$ cat config.mk
export PLATFORM = sky130hd
export DESIGN_NAME = score_event_scheduler
export DESIGN_NICKNAME = d
export VERILOG_FILES = /design/src/rtl/score_event_scheduler.sv
export SDC_FILE = /design/constraint.sdc
export NUM_CORES = 1
export LEC_CHECK = 0
export ABC_AREA = 1
export BUFFER_PORTS_ARGS = -buffer_cell sky130_fd_sc_hd__buf_2
export CAP_MARGIN = 20
export CORE_ASPECT_RATIO = 1.2
export CORE_MARGIN = 1
export CORE_UTILIZATION = 50
export CTS_BUF_LIST = sky130_fd_sc_hd__clkbuf_8
export DETAILED_ROUTE_END_ITERATION = 10
export PLACE_DENSITY = 0.73
export SYNTH_ARGS = -nofsm -noshare
export SYNTH_HDL_FRONTEND = slang
export SYNTH_SLANG_ARGS = --single-unit
$ cat constraint.sdc
create_clock -name clock -period 3.3 [get_ports clock]
set_input_delay 0 -clock clock [delete_from_list [all_inputs] [get_ports clock]]
set_output_delay 0 -clock clock [all_outputs]
set_load 0.05 [all_outputs]
$ cat src/rtl/score_event_scheduler.sv
// Game-side score controller: lane hits become score credits scaled by a combo
// multiplier, metered to the external score counter one increment per clock.
//
// state | meaning
// IDLE  | score counter held in clear, waiting for start
// PLAY  | hits/misses scored, credits issued
// DRAIN | out of lives, remaining credits still issued
// OVER  | final score shown, start returns to IDLE
module score_event_scheduler #(
    parameter int LANES      = 4,
    parameter int PEND_W     = 5,
    parameter int COMBO_STEP = 8,
    parameter int MAX_MULT   = 4,
    parameter int LIVES      = 3
) (
    input  logic             clock,
    input  logic             resetn,
    input  logic             start,
    input  logic [LANES-1:0] hit,
    input  logic             miss,
    output logic             increment,
    output logic             score_resetn,
    output logic [7:0]       combo,
    output logic [2:0]       mult,
    output logic [1:0]       lives,
    output logic             busy,
    output logic             overflow,
    output logic             game_over
);

    typedef enum logic [1:0] {S_IDLE, S_PLAY, S_DRAIN, S_OVER} state_t;

    localparam int SUM_W = PEND_W + 12;
    localparam logic [SUM_W-1:0] PEND_MAX = SUM_W'((1 << PEND_W) - 1);

    state_t            r_state, w_state_nxt;
    logic [PEND_W-1:0] r_credits, w_credits_nxt;
    logic [7:0]        r_combo, w_combo_nxt;
    logic [2:0]        r_mult, w_mult_nxt;
    logic [1:0]        r_lives, w_lives_nxt;
    logic              r_overflow, w_overflow_nxt;

    logic [7:0]        w_pop;
    logic              w_issue;
    logic [SUM_W-1:0]  w_add;
    logic [SUM_W-1:0]  w_sum;
    logic              w_clip;
    logic [8:0]        w_combo_sum;
    logic [7:0]        w_combo_hit;
    logic [8:0]        w_mult_raw;

    always_comb begin
        w_pop = '0;
        for (int i = 0; i < LANES; i++) begin
            w_pop = w_pop + {7'd0, hit[i]};
        end
    end

    // Credits: every term uses pre-edge values; issue implies credits >= 1.
    always_comb begin
        w_issue = ((r_state == S_PLAY) || (r_state == S_DRAIN)) && (r_credits != '0);
        w_add   = (r_state == S_PLAY) ? (SUM_W'(w_pop) * SUM_W'(r_mult)) : '0;
        w_sum   = SUM_W'(r_credits) + w_add - SUM_W'(w_issue);
        w_clip  = (w_sum > PEND_MAX);
        w_credits_nxt = w_clip ? PEND_MAX[PEND_W-1:0] : w_sum[PEND_W-1:0];
    end

    always_comb begin
        w_combo_sum = {1'b0, r_combo} + {1'b0, w_pop};
        w_combo_hit = (w_combo_sum > 9'd255) ? 8'hFF : w_combo_sum[7:0];
    end

    always_comb begin
        w_state_nxt    = r_state;
        w_combo_nxt    = r_combo;
        w_lives_nxt    = r_lives;
        w_overflow_nxt = r_overflow | w_clip;
        case (r_state)
            S_IDLE: begin
                if (start) begin
                    w_state_nxt    = S_PLAY;
                    w_combo_nxt    = '0;
                    w_lives_nxt    = 2'(LIVES);
                    w_overflow_nxt = 1'b0;
                end
            end
            S_PLAY: begin
                if (miss) begin
                    w_combo_nxt = '0;
                    w_lives_nxt = (r_lives != 2'd0) ? r_lives - 2'd1 : 2'd0;
                    if (r_lives <= 2'd1) begin
                        w_state_nxt = S_DRAIN;
                    end
                end else begin
                    w_combo_nxt = w_combo_hit;
                end
            end
            S_DRAIN: begin
                if (r_credits == '0) begin
                    w_state_nxt = S_OVER;
                end
            end
            S_OVER: begin
                if (start) begin
                    w_state_nxt = S_IDLE;
                end
            end
            default: w_state_nxt = S_IDLE;
        endcase
    end

    // Multiplier follows the updated combo so it applies from the next cycle.
    always_comb begin
        w_mult_raw = 9'd1 + ({1'b0, w_combo_nxt} / 9'(COMBO_STEP));
        w_mult_nxt = (w_mult_raw > 9'(MAX_MULT)) ? 3'(MAX_MULT) : w_mult_raw[2:0];
    end

    always_ff @(posedge clock or negedge resetn) begin
        if (!resetn) begin
            r_state    <= S_IDLE;
            r_credits  <= '0;
            r_combo    <= '0;
            r_mult     <= 3'd1;
            r_lives    <= 2'(LIVES);
            r_overflow <= 1'b0;
        end else begin
            r_state    <= w_state_nxt;
            r_credits  <= w_credits_nxt;
            r_combo    <= w_combo_nxt;
            r_mult     <= w_mult_nxt;
            r_lives    <= w_lives_nxt;
            r_overflow <= w_overflow_nxt;
        end
    end

    assign increment    = w_issue;
    assign score_resetn = (r_state != S_IDLE);
    assign combo        = r_combo;
    assign mult         = r_mult;
    assign lives        = r_lives;
    assign busy         = (r_credits != '0);
    assign overflow     = r_overflow;
    assign game_over    = (r_state == S_OVER);

endmodule

==> results of run 1 <==
-- metal layers --
metal  track usage [%]  up-vias
met1              24.6      786
met4              5.56        0
met3              2.22        4
li1                  -      902
met2              38.8       22
met5                 0        -
-- synthesized netlist by cell type, types with 3 or more instances --
master | n | area, um2
a21oi_1 | 8 | 40.0
dfrtp_1 | 18 | 450
dfstp_2 | 3 | 78.8
fa_1 | 5 | 100
ha_1 | 29 | 363
inv_1 | 48 | 180
inv_2 | 5 | 18.8
nand2_1 | 59 | 221
nand2_2 | 7 | 43.8
nand3_1 | 16 | 80.1
nand4_1 | 4 | 25.0
nor2_1 | 14 | 52.6
o21ai_0 | 7 | 35.0
or2_2 | 3 | 18.8
-- cell families (layout without fill, tap and decap cells) --
logic type               count (synthesis)  after routing  synth area share (%)
AO/OA/AOI/OAI                           27             27                  8.96
XOR/XNOR                                 3              3                  1.34
adder cells (fa/ha/maj)                 34             34                  23.7
buffers and inverters                   55            103                  11.1
flip-flops                              21             21                  27.1
AND/OR/NAND/NOR                        115            115                  27.9
-- metrics by stage --
stage / setup slack (ns) / instance area (um2) / util [%] / power [W]
floorplan: -0.540 / 2020 / - / 0.00146
global placement: -0.717 / 2320 / 62.8 / 0.00177
detailed placement: -0.779 / 2320 / 62.8 / 0.00180
CTS: -0.463 / 2400 / 65.1 / 0.00199
global route: -0.531 / 2440 / 66.1 / 0.00222
finish: -0.447 / 2440 / 66.1 / 0.00201
-- power by group through the flow --
stage,clock [W],sequential [W],combinational [W]
2_1_floorplan,0,0.000525,0.000930
3_3_place_gp,0,0.000399,0.00137
3_5_place_dp,0,0.000402,0.00140
4_1_cts,0.000164,0.000397,0.00142
5_1_grt,0.000181,0.000409,0.00163
6_report,0.000161,0.000396,0.00146
-- worst reg2reg max path: cells and delay by family (launching register included) --
kind	cells	cell delay [ns]
AO/OA/AOI/OAI	3	0.35
flip-flops	1	0.54
adder cells (fa/ha/maj)	5	1.68
AND/OR/NAND/NOR	5	0.74
buffers and inverters	3	0.14
-- state kept, by name, summed over array words and instances (netlist names) --
signal and cells:
combo 8, lives 2, mult 3, overflow 1, r_credits 5, r_state 2
-- path summary, 6_finish.rpt --
| path | to | slack, ns |
|---|---|---|
| worst max register to register | r_credits[2] | -0.25 |
| worst min register to register | lives[0] | 0.51 |
| worst min-delay path | lives[0] | 0.06 |
| worst max-delay path | r_credits[2] | -0.45 |
| min in group asynchronous | r_state[0] | 0.24 |
| max in group asynchronous | mult[0] | 2.72 |
-- repair_timing --
action | 4_1_cts | 5_1_grt
hold endpoints to repair | 18 | 0
hold buffers | 1 | 0
pin swaps | 16 | 6
setup buffers | 2 | 1
endpoints found under the setup margin | 6 | 6
gates resized for setup | 5 | 6
-- area by class of cell --
cell class | instances | share of cell area [%]
clock buffer | 3 | 1.69
clock inverter | 1 | 0.154
inverter | 54 | 8.41
multi-input combinational | 179 | 53.7
sequential | 21 | 21.7
tap | 52 | 2.67
timing repair buffer | 45 | 11.6
-- cell usage in the layout, fill, tap and decap left out, types with 2 or more instances in the layout --
cell       n
a21oi_1    7
buf_2     24
buf_4     19
clkbuf_8   3
dfrtp_1   18
dfstp_2    3
fa_1       4
ha_1      23
ha_4       5
inv_1     45
inv_2      9
nand2_1   56
nand2_2    9
nand2_4    3
nand3_1   16
nand3_2    2
nand3b_1   2
nand4_1    4
nor2_1    13
nor2_2     2
nor2_4     2
nor3_1     2
o211ai_1   2
o21ai_0    7
o21ai_2    2
or2_2      2
xnor2_1    2
==> results by group, run 1 <==
Status
  – Outcome: finished, violations left
  – Violated checks: negative setup slack

CTS
  – Clock Pin Slew Worst Setup and Hold Paths: 0.07 ns
  – Clock sinks: 21
  – # H-tree levels: 1
  – CTS max path bufs: 2
  – CTS tree: done
  – Clk_lat worst skew: between 0.2 and 0.3 ns
  – Root Buffer: clkbuf_8
  – CTS buffer count: 3

Placement
  – Placed insts: approximately 350
  – GPL Wtd Cong: about 0.85
  – Final HPWL DP: ~3300 um
  – IO buf count: 25

Routing
  – Residual DRC: 0
  – Drt total wl: about 3900 um
  – Antenna-violating nets left: 0
  – First-pass DRT Iterations: 4
  – Met2 routed WL: 2070 um
  – Avg Vias per Cell: 4.83
  – Highest routed metal layer: met4
  – Wl on met1: 1710 um
  – WL/cell: 10.9 um
  – Routed vias: 1,714
  – Length of routed met3 wiring: between 50 and 60 um
  – DRT iter0 DRCs: 75

Floorplan
  – FP Rows: 24
  – DIE AREA: approximately 4200 um2
  – Initial Util: between 50% and 60%
  – Die height: 70.5 um
  – Core region area: roughly 3700 um2
  – IO Count: 26
  – Die X: slightly below 60 um

Hold path
  – Hold/Removal Path Class: input port to flip-flop
  – Hold Path Origin: start
  – Worst Hold Depth: 3

Final layout
  – Antenna diode instance count: 0
  – Fill count: about 330
  – Multi-input combinational cell area: approximately 1300 um2
  – Final net count: ~350
  – Non-Filler Instances: 355
  – Area growth syn-to-layout: 24.8%
  – Layout cells sized above 1: about a third
  – Area of all sequential standard cells: 529 um2

Synthesis
  – Syn Nets: approximately 300
  – Unique masters post-synth: 35
  – Seq/Total Area, Yosys: approximately 27%
  – Mean post-synth cell area: around 7.7 um2
  – Post-Synthesis Cells: between 200 and 300
  – Post-synth EDFFs: 0
  – Synth Flop Type: dfrtp_1
  – Warnings from Yosys: 0
  – Synthesized area: 1960 um2
  – FFs w/ async S/R, synth: 100%
  – #FFs+latches synth: 21

Setup path
  – Worst path most repeated cell: ha_4
  – Crit start category: input port
  – CP max-delay cell: fa_1
  – Worst EP arrival: roughly 4 ns
  – Crit-path max cell delay: approximately 0.50 ns
  – R2R cell count: 16
  – Buf/Inv on CP: 4
  – R2r startpoint: mult[0]
  – Worst setup EP type: flip-flop
  – Crit path max fanout: 5
  – WP data required: 3.45 ns
  – Crit path kind: input port to flip-flop
  – Worst setup path start: hit[0]
  – CP Depth: 20
  – Cell family with most CP delay: adder cells
  – Crit-path cells: buf_6 > fa_1 > ha_2 > ha_4 > nand2_2 > fa_1 > inv_2 > ha_4 > inv_2 > fa_2 > or2_4 > ha_4 > inv_2 > ha_4 > a21oi_4 > o211ai_1 > nor2_1 > nor2_1 > and2_4 > o21ai_1

Power and ir drop
  – Sw power: just over 0.001 W
  – Power share of the combinational group: roughly 72%
  – Worst-case vdd ir drop: ~0.7 mV
  – Register share of total power: approximately 20%
  – Power share of the clock group: 8.0%
  – Sw Share: 50.9%
  – Leakage: ~1.3 nW
  – Pwr dens: 825 nW/um2
  – Power Internal: between 0.0009 and 0.001 W

Timing
  – Ratio of final minimum period to clock period: 114%
  – RSZ-0062 raised after global routing: yes
  – Slew Limit Headroom: between 70% and 80%
  – Fin. Hold Viols: 0
  – Slew Viols, Final: 0
  – Endpoints failing setup: 6
  – Worst slew pin tran: between 0.4 and 0.5 ns
  – Peak Freq: 267 MHz
  – Total Neg Setup Slack: -2.58 ns
  – Worst Skew: 0.00291 ns
  – Setup ws final: -0.447 ns
  – Min cycle time layout: ~3.7 ns
  – Smallest hold slack: ~0.065 ns

Flow run
  – Max Cap Violations: 0

Global routing
  – First-pass GRT wire length: 6690 um
  – Largest net degree at the start of global routing: 22
  – GRT Overall Usage: between 20% and 30%
  – Initial antenna violation count: 0
  – Total global routing overflow: 0
  – Vias in the first global route: between 1,500 and 2,000
Power figures use the tool's default switching activity.
==> inputs of run 2 (changes only) <==
--- a/config.mk
+++ b/config.mk
@@ -5,7 +5,6 @@
 export SDC_FILE = /design/constraint.sdc
 export NUM_CORES = 1
 export LEC_CHECK = 0
-export ABC_AREA = 1
 export BUFFER_PORTS_ARGS = -buffer_cell sky130_fd_sc_hd__buf_2
 export CAP_MARGIN = 20
 export CORE_ASPECT_RATIO = 1.2
@@ -13,7 +12,7 @@
 export CORE_UTILIZATION = 50
 export CTS_BUF_LIST = sky130_fd_sc_hd__clkbuf_8
 export DETAILED_ROUTE_END_ITERATION = 10
-export PLACE_DENSITY = 0.73
+export PLACE_DENSITY_LB_ADDON = 0.25
 export SYNTH_ARGS = -nofsm -noshare
 export SYNTH_HDL_FRONTEND = slang
 export SYNTH_SLANG_ARGS = --single-unit
==> run 2 against run 1 <==
The run still ends with negative setup slack left; utilization up 2.5 points; wire length up 12%; clock power up 7%; sequential power about the same; critical endpoint is now r_credits[1]; highest routed layer unchanged; first-iteration DRC count down 15%; via count about the same; setup slack worse by 0.019 ns; power up 12%.
==> results by group, run 2 <==
Floorplan
  – Die X: 58.1 um (-1.7%)
  – Core region area: 3630 um2 (-1.6%)
  – IO Count: 26 (unchanged)
  – Initial Util: 52.0% (-0.95 points)
  – FP Rows: 24 (unchanged)
  – DIE AREA: 4030 um2 (-3.3%)
  – Die height: 69.3 um (-1.7%)

Setup path
  – Crit path max fanout: 6 (+1)
  – Crit path kind: input port to flip-flop
  – CP max-delay cell: fa_1
  – R2R cell count: 15 (-1)
  – Worst EP arrival: 3.92 ns (+0.02 ns)
  – WP data required: 3.45 ns (about the same)
  – Worst path most repeated cell: ha_4
  – Buf/Inv on CP: 4 (unchanged)
  – FF-to-FF End: r_credits[1]
  – Crit-path cells: buf_6 > fa_1 > ha_2 > ha_4 > nand2_2 > fa_1 > inv_1 > ha_2 > inv_2 > fa_2 > nand2b_4 > ha_4 > inv_4 > ha_4 > nand2_2 > o21ai_2 > mux2i_1 > nand4_1 > or2_4
  – Worst setup EP type: flip-flop
  – Cell family with most CP delay: adder cells
  – Crit start category: input port
  – R2R Setup Slk: -0.32 ns (-0.07 ns)
  – Crit-path max cell delay: 0.48 ns (-0.02 ns)
  – R2r startpoint: mult[0]

Final layout
  – Largest register FFs: 8 (unchanged)
  – Most frequent cells in the layout: 32 x buf_4, 24 x inv_1, 24 x buf_2, 23 x ha_1
  – Final net count: 316 (-8.7%)
  – Leading cell type in the layout, fill and taps excluded: buf_4
  – Antenna diode instance count: 0 (unchanged)
  – Area growth syn-to-layout: 31.8%
  – Layout cells sized above 1: 34.4% (+3.1 points)
  – Fill count: 297 (-9.5%)

Hold path
  – Hold path endpoint: lives[0]
  – Worst Hold Depth: 3 (unchanged)
  – Hold Path Origin: miss
  – Hold/Removal Path Class: input port to flip-flop

Timing
  – Ratio of final minimum period to clock period: 114% (+0.59 points)
  – Slew Limit Headroom: 62.7% (-8.5 points)
  – Fin. Hold Viols: 0 (unchanged)
  – Slew Viols, Final: 0 (unchanged)
  – Worst slew pin tran: 0.544 ns (+0.117 ns)
  – Smallest hold slack: 0.0229 ns (-0.0418 ns)
  – Peak Freq: 265 MHz (-0.52%)
  – Min cycle time layout: 3.77 ns (+0.0194 ns)
  – Setup ws final: -0.467 ns (-0.0194 ns)
  – Endpoints failing setup: 6 (unchanged)
  – RSZ-0062 raised after global routing: yes
  – Total Neg Setup Slack: -2.54 ns (+0.0346 ns)
  – Worst Skew: 0.00568 ns (+0.00278 ns)

Routing
  – Avg Vias per Cell: 5.27 (+9.2%)
  – Routed vias: 1,713 (-0.058%)
  – Drt total wl: 4330 um (+12%)
  – WL/cell: 13.3 um (+22%)
  – Residual DRC: 0 (unchanged)
  – Wl on met1: 1870 um (+9.7%)
  – DRT iter0 DRCs: 64 (-15%)
  – First-pass DRT Iterations: 4 (unchanged)
  – Length of routed met3 wiring: 90 um (+70%)
  – Antenna-violating nets left: 0 (unchanged)
  – Met2 routed WL: 2270 um (+9.7%)
  – Highest routed metal layer: met4

Synthesis
  – Synth top area cells: dfrtp_1 24%, ha_1 19%, inv_1 5.6%
  – Mean post-synth cell area: 8.83 um2 (+15%)
  – Syn Nets: 256 (-14%)
  – Commonest cells post-synth: 29 x ha_1, 28 x inv_1, 21 x nand2_1
  – Seq/Total Area, Yosys: 28.0% (+0.95 points)
  – Post-Synthesis Cells: 214 (-16%)
  – Warnings from Yosys: 0 (unchanged)
  – Top-area cell type share of the netlist area: 23.8% (+0.81 points)
  – Post-synth EDFFs: 0 (unchanged)
  – FFs w/ async S/R, synth: 100% (unchanged)
  – Top-count cell post-synth: ha_1
  – Unique masters post-synth: 45 (+29%)
  – Cell taking the most area after synthesis: dfrtp_1
  – Synthesized area: 1890 um2 (-3.4%)
  – Synth Flop Type: dfrtp_1
  – #FFs+latches synth: 21 (unchanged)

Power and ir drop
  – Pwr dens: 908 nW/um2 (+10%)
  – Leakage: 1.25 nW (-6.1%)
  – Sw Share: 48.2% (-2.8 points)
  – Power share of the clock group: 7.6% (-0.4 points)
  – Sw power: 0.00109 W (+6.2%)
  – Worst-case vdd ir drop: 0.473 mV (-34%)
  – Power share of the combinational group: 74.8% (+2.5 points)
  – Register share of total power: 17.6% (-2.1 points)
  – Power Internal: 0.00117 W (+19%)

CTS
  – CTS buffer count: 3 (unchanged)
  – Root Buffer: clkbuf_8
  – CTS tree: done
  – Clk_lat worst skew: 0.27 ns (about the same)
  – # H-tree levels: 1 (unchanged)
  – Clock sinks: 21 (unchanged)
  – Clock Pin Slew Worst Setup and Hold Paths: 0.07 ns (about the same)
  – CTS max path bufs: 2 (unchanged)

Status
  – Violated checks: negative setup slack
  – Outcome: finished, violations left

Placement
  – IO buf count: 25 (unchanged)
  – Final HPWL DP: 3400 um (+3.4%)
  – GPL Wtd Cong: 0.874 (+3.2%)

Global routing
  – Total global routing overflow: 0 (unchanged)
  – Largest net degree at the start of global routing: 22 (unchanged)
  – GRT Overall Usage: 24.3% (+3.5 points)
  – Vias in the first global route: 1,693 (+5.1%)
  – First-pass GRT wire length: 7490 um (+12%)
  – Initial antenna violation count: 0 (unchanged)

Flow run
  – Max Cap Violations: 0 (unchanged)
run 2: layout make-up:
class | count | area [um2] | share of cell area (%)
Tap cell | 52 | 65.1 | 2.61
Sequential cell | 21 | 529 | 21.3
Timing Repair Buffer | 59 | 392 | 15.7
Clock buffer | 3 | 41.3 | 1.66
Inverter | 28 | 108 | 4.32
Multi-Input combinational cell | 161 | 1350 | 54.2
Clock inverter | 1 | 5.00 | 0.201
run 2: cell families (layout without fill, tap and decap cells):
logic type                 Yosys count  in the layout  share of synthesized area, %
xor gates and xnor gates             5              5                          2.32
adders and majority gates           34             34                          24.5
AOI/OAI and AO/OA                   54             54                          19.3
DFF                                 21             21                          28.0
and+or+nand+nor                     65             65                          17.6
muxes                                3              3                          1.59
buffers and inverters               32             91                          6.75
run 2: power groups by stage:
stage          clock (W)  sequential, W  combinational (W)
6_report        0.000172       0.000398            0.00169
3_3_place_gp           0       0.000402            0.00150
5_1_grt         0.000185       0.000410            0.00187
2_1_floorplan          0       0.000516           0.000937
3_5_place_dp           0       0.000404            0.00151
4_1_cts         0.000172       0.000399            0.00167
run 2: per-stage QoR:
stage	cells	instance area [um2]	utilization, %	total power, W	setup WS (ns)
final	325	2490	68.5	0.00226	-0.467
after floorplan	214	1950	-	0.00145	-0.509
after global placement	319	2360	64.9	0.00190	-0.687
after detailed placement	319	2360	64.9	0.00192	-0.793
after CTS	325	2480	68.4	0.00224	-0.432
after global routing	325	2490	68.5	0.00246	-0.675
run 2: worst register-to-register path, stage by stage (launching register included):
cell	delay [ns]
dfstp_2	0.55
nand2_2	0.06
fa_1	0.54
inv_1	0.05
ha_2	0.18
inv_2	0.06
fa_2	0.40
nand2b_4	0.15
ha_4	0.27
inv_4	0.03
ha_4	0.28
nand2_2	0.06
o21ai_2	0.14
mux2i_1	0.21
nand4_1	0.23
or2_4	0.29
run 2: routing by layer:
layer / global-route usage, % / up-vias
met5: 0 / -
met4: 11.1 / 0
met3: 2.99 / 11
met2: 40.9 / 31
met1: 30.6 / 811
li1: - / 860
run 2: worst max-delay path by stage:
stage	from	depth (start not counted)	slack, ns	to
after floorplan	hit[0]	19	-0.51	r_credits[1]
after global placement	hit[0]	20	-0.69	r_credits[1]
after detailed placement	hit[0]	20	-0.79	r_credits[1]
after CTS	hit[0]	19	-0.43	r_credits[1]
after global routing	hit[0]	20	-0.67	r_credits[0]
final	hit[0]	19	-0.47	r_credits[1]
run 2: timing repair:
action,in CTS,in global routing
hold buffers,2,0
buffers inserted,0,0
resized for setup,13,1
hold endpoints to repair,19,0
pin swaps,7,1
setup endpoints to repair,6,7
==> inputs of run 3 (changes only) <==
--- a/config.mk
+++ b/config.mk
@@ -7,9 +7,11 @@
 export LEC_CHECK = 0
 export BUFFER_PORTS_ARGS = -buffer_cell sky130_fd_sc_hd__buf_2
 export CAP_MARGIN = 20
+export CELL_PAD_IN_SITES_DETAIL_PLACEMENT = 1
+export CELL_PAD_IN_SITES_GLOBAL_PLACEMENT = 1
 export CORE_ASPECT_RATIO = 1.2
 export CORE_MARGIN = 1
-export CORE_UTILIZATION = 50
+export CORE_UTILIZATION = 41
 export CTS_BUF_LIST = sky130_fd_sc_hd__clkbuf_8
 export DETAILED_ROUTE_END_ITERATION = 10
 export PLACE_DENSITY_LB_ADDON = 0.25
==> run 3 against run 2 <==
Setup slack lost 0.13 ns; via count increased by 2.6%; fmax decreased by 3.2%; the flow still finishes with violations (negative setup slack); global-route usage is 1.8 points lower; critical path type unchanged; hold slack improved by 0.019 ns; utilization down 11 points; clock power hardly changed; largest cell class unchanged.
==> results by group, run 3 (synthesis results as in run 2) <==
CTS
  – # H-tree levels: 1 (unchanged)
  – Clock sinks: 21 (unchanged)
  – CTS max path bufs: 2 (unchanged)
  – CTS buffer count: 3 (unchanged)
  – Clk_lat worst skew: 0.26 ns (about the same)
  – Root Buffer: clkbuf_8
  – CTS tree: done
  – Clock Pin Slew Worst Setup and Hold Paths: 0.08 ns (about the same)
  – Post-CTS setup buffer count: 0 (unchanged)

Setup path
  – Cell family with most CP delay: adder cells
  – Worst setup EP type: flip-flop
  – Worst EP arrival: 4.04 ns (+0.12 ns)
  – Crit start category: input port
  – Crit-path max cell delay: 0.49 ns (about the same)
  – Worst path most repeated cell: ha_4
  – Buf/Inv on CP: 4 (unchanged)
  – CP max-delay cell: fa_1
  – WP data required: 3.45 ns (about the same)
  – Crit-path cells: buf_6 > fa_1 > ha_2 > ha_4 > nand2_2 > fa_1 > inv_1 > ha_2 > inv_2 > fa_2 > nand2b_4 > ha_4 > inv_2 > ha_4 > nand2_2 > o21ai_2 > mux2i_1 > nand4_1 > or2_4
  – Crit path kind: input port to flip-flop
  – Crit path max fanout: 6 (unchanged)

Global routing
  – First-pass GRT wire length: 8600 um (+15%)
  – Initial antenna violation count: 0 (unchanged)
  – GRT Overall Usage: 22.5% (-1.8 points)
  – Total global routing overflow: 0 (unchanged)
  – Vias in the first global route: 1,858 (+9.7%)
  – Largest net degree at the start of global routing: 22 (unchanged)

Placement
  – Final HPWL DP: 4080 um (+20%)
  – Placed insts: 319 (unchanged)
  – GPL Wtd Cong: 0.815 (-6.7%)
  – IO buf count: 25 (unchanged)

Floorplan
  – FP Rows: 26 (+8.3%)
  – Core region area: 4330 um2 (+19%)
  – Die X: 64.0 um (+10%)
  – Initial Util: 43.7% (-8.3 points)
  – IO Count: 26 (unchanged)
  – DIE AREA: 4880 um2 (+21%)
  – Die height: 76.4 um (+10%)

Timing
  – Min cycle time layout: 3.89 ns (+0.126 ns)
  – Endpoints failing setup: 6 (unchanged)
  – Worst slew pin tran: 0.609 ns (+0.0649 ns)
  – Setup ws final: -0.593 ns (-0.126 ns)
  – Ratio of final minimum period to clock period: 118% (+3.8 points)
  – Slew Limit Headroom: 58.3% (-4.4 points)
  – Peak Freq: 257 MHz (-3.2%)
  – RSZ-0062 raised after global routing: yes
  – Fin. Hold Viols: 0 (unchanged)
  – Worst Skew: 0.000965 ns (-0.00472 ns)
  – Slew Viols, Final: 0 (unchanged)

Routing
  – DRT iter0 DRCs: 57 (-11%)
  – Drt total wl: 5130 um (+18%)
  – Residual DRC: 0 (unchanged)
  – Avg Vias per Cell: 5.41 (+2.6%)
  – Antenna-violating nets left: 0 (unchanged)
  – First-pass DRT Iterations: 4 (unchanged)
  – WL/cell: 15.8 um (+18%)
  – Routed vias: 1,757 (+2.6%)

Final layout
  – Area growth syn-to-layout: 31.7% (about the same)
  – Leading cell type in the layout, fill and taps excluded: buf_4
  – Layout cells sized above 1: 34.2% (-0.23 points)
  – Non-Filler Instances: 325 (unchanged)
  – Fill count: 523 (+76%)
  – Final net count: 312 (-1.3%)
  – Largest register FFs: 8 (unchanged)
  – Core Util, Final: 57.5% (-11 points)
  – Most frequent cells in the layout: 28 x buf_4, 25 x inv_1, 24 x buf_2, 22 x ha_1, 19 x nand2_1
  – Antenna diode instance count: 0 (unchanged)

Status
  – Violated checks: negative setup slack
  – Outcome: finished, violations left

Power and ir drop
  – Worst-case vdd ir drop: 0.641 mV (+36%)
  – Leakage: 1.24 nW (-1.2%)
  – Pwr dens: 882 nW/um2 (-2.9%)

Hold path
  – Hold/Removal Path Class: input port to flip-flop

Flow run
  – Max Cap Violations: 0 (unchanged)
==> run 3: final timing paths <==
check / from / cells past startpoint / endpoint / slack [ns]
max: hit[0] / 19 / r_credits[0] / -0.59
min: miss / 3 / lives[0] / 0.04
max reg2reg: mult[0] / 15 / r_credits[0] / -0.41
min reg2reg: lives[1] / 2 / lives[0] / 0.51
max in group asynchronous: resetn / 2 / mult[0] / 2.71
min in group asynchronous: resetn / 2 / combo[6] / 0.23
==> run 3: layer usage <==
layer  part of all wire [%]  GRT usage, %
met5                      0             0
met4                    1.1          7.05
met3                    2.6          2.10
met2                     52          40.5
met1                     45          27.5
==> run 3: tightest hold or removal path, delay by kind of cell <==
kind | cells | cell delay (ns)
simple gates | 1 | 0.10
compound gates | 1 | 0.08
buf+inv | 1 | 0.13
==> run 3: per-stage QoR <==
| stage | setup WS [ns] | instance area (um2) | hold slack (ns) | total power, W | setup TNS, ns |
|---|---|---|---|---|---|
| floorplan | -0.509 | 1950 | -0.296 | 0.00145 | -2.58 |
| global placement | -0.707 | 2330 | -0.00942 | 0.00185 | -3.99 |
| detailed placement | -0.917 | 2330 | 0.00863 | 0.00191 | -5.35 |
| CTS | -0.536 | 2450 | 0.0302 | 0.00216 | -2.99 |
| global route | -0.717 | 2490 | 0.0484 | 0.00239 | -3.94 |
| finish | -0.593 | 2490 | 0.0418 | 0.00219 | -3.19 |
==> run 3: final cells by class <==
cell class,instances,area (um2),share of cell area (%)
Timing Repair Buffer,55,362,14.5
Inverter,28,105,4.22
Clock buffer,3,41.3,1.66
Sequential cell,21,529,21.3
Clock inverter,1,5.00,0.201
Multi-Input combinational cell,161,1380,55.3
Tap cell,56,70.1,2.82
==> run 3: what timing repair did <==
| action | 4_1_cts | 5_1_grt |
|---|---|---|
| hold endpoints to repair | 19 | 0 |
| pin swaps | 7 | 10 |
| hold buffers | 2 | 0 |
| gates resized for setup | 9 | 6 |
| setup endpoints to repair | 6 | 8 |
==> run 3: report_power, final <==
| group | switching [W] | internal, W | total (W) |
|---|---|---|---|
| sequential | 0.0000585 | 0.000341 | 0.000400 |
| clock | 0.0000873 | 0.0000841 | 0.000171 |
| combinational | 0.000932 | 0.000692 | 0.00162 |
| total | 0.00108 | 0.00112 | 0.00219 |
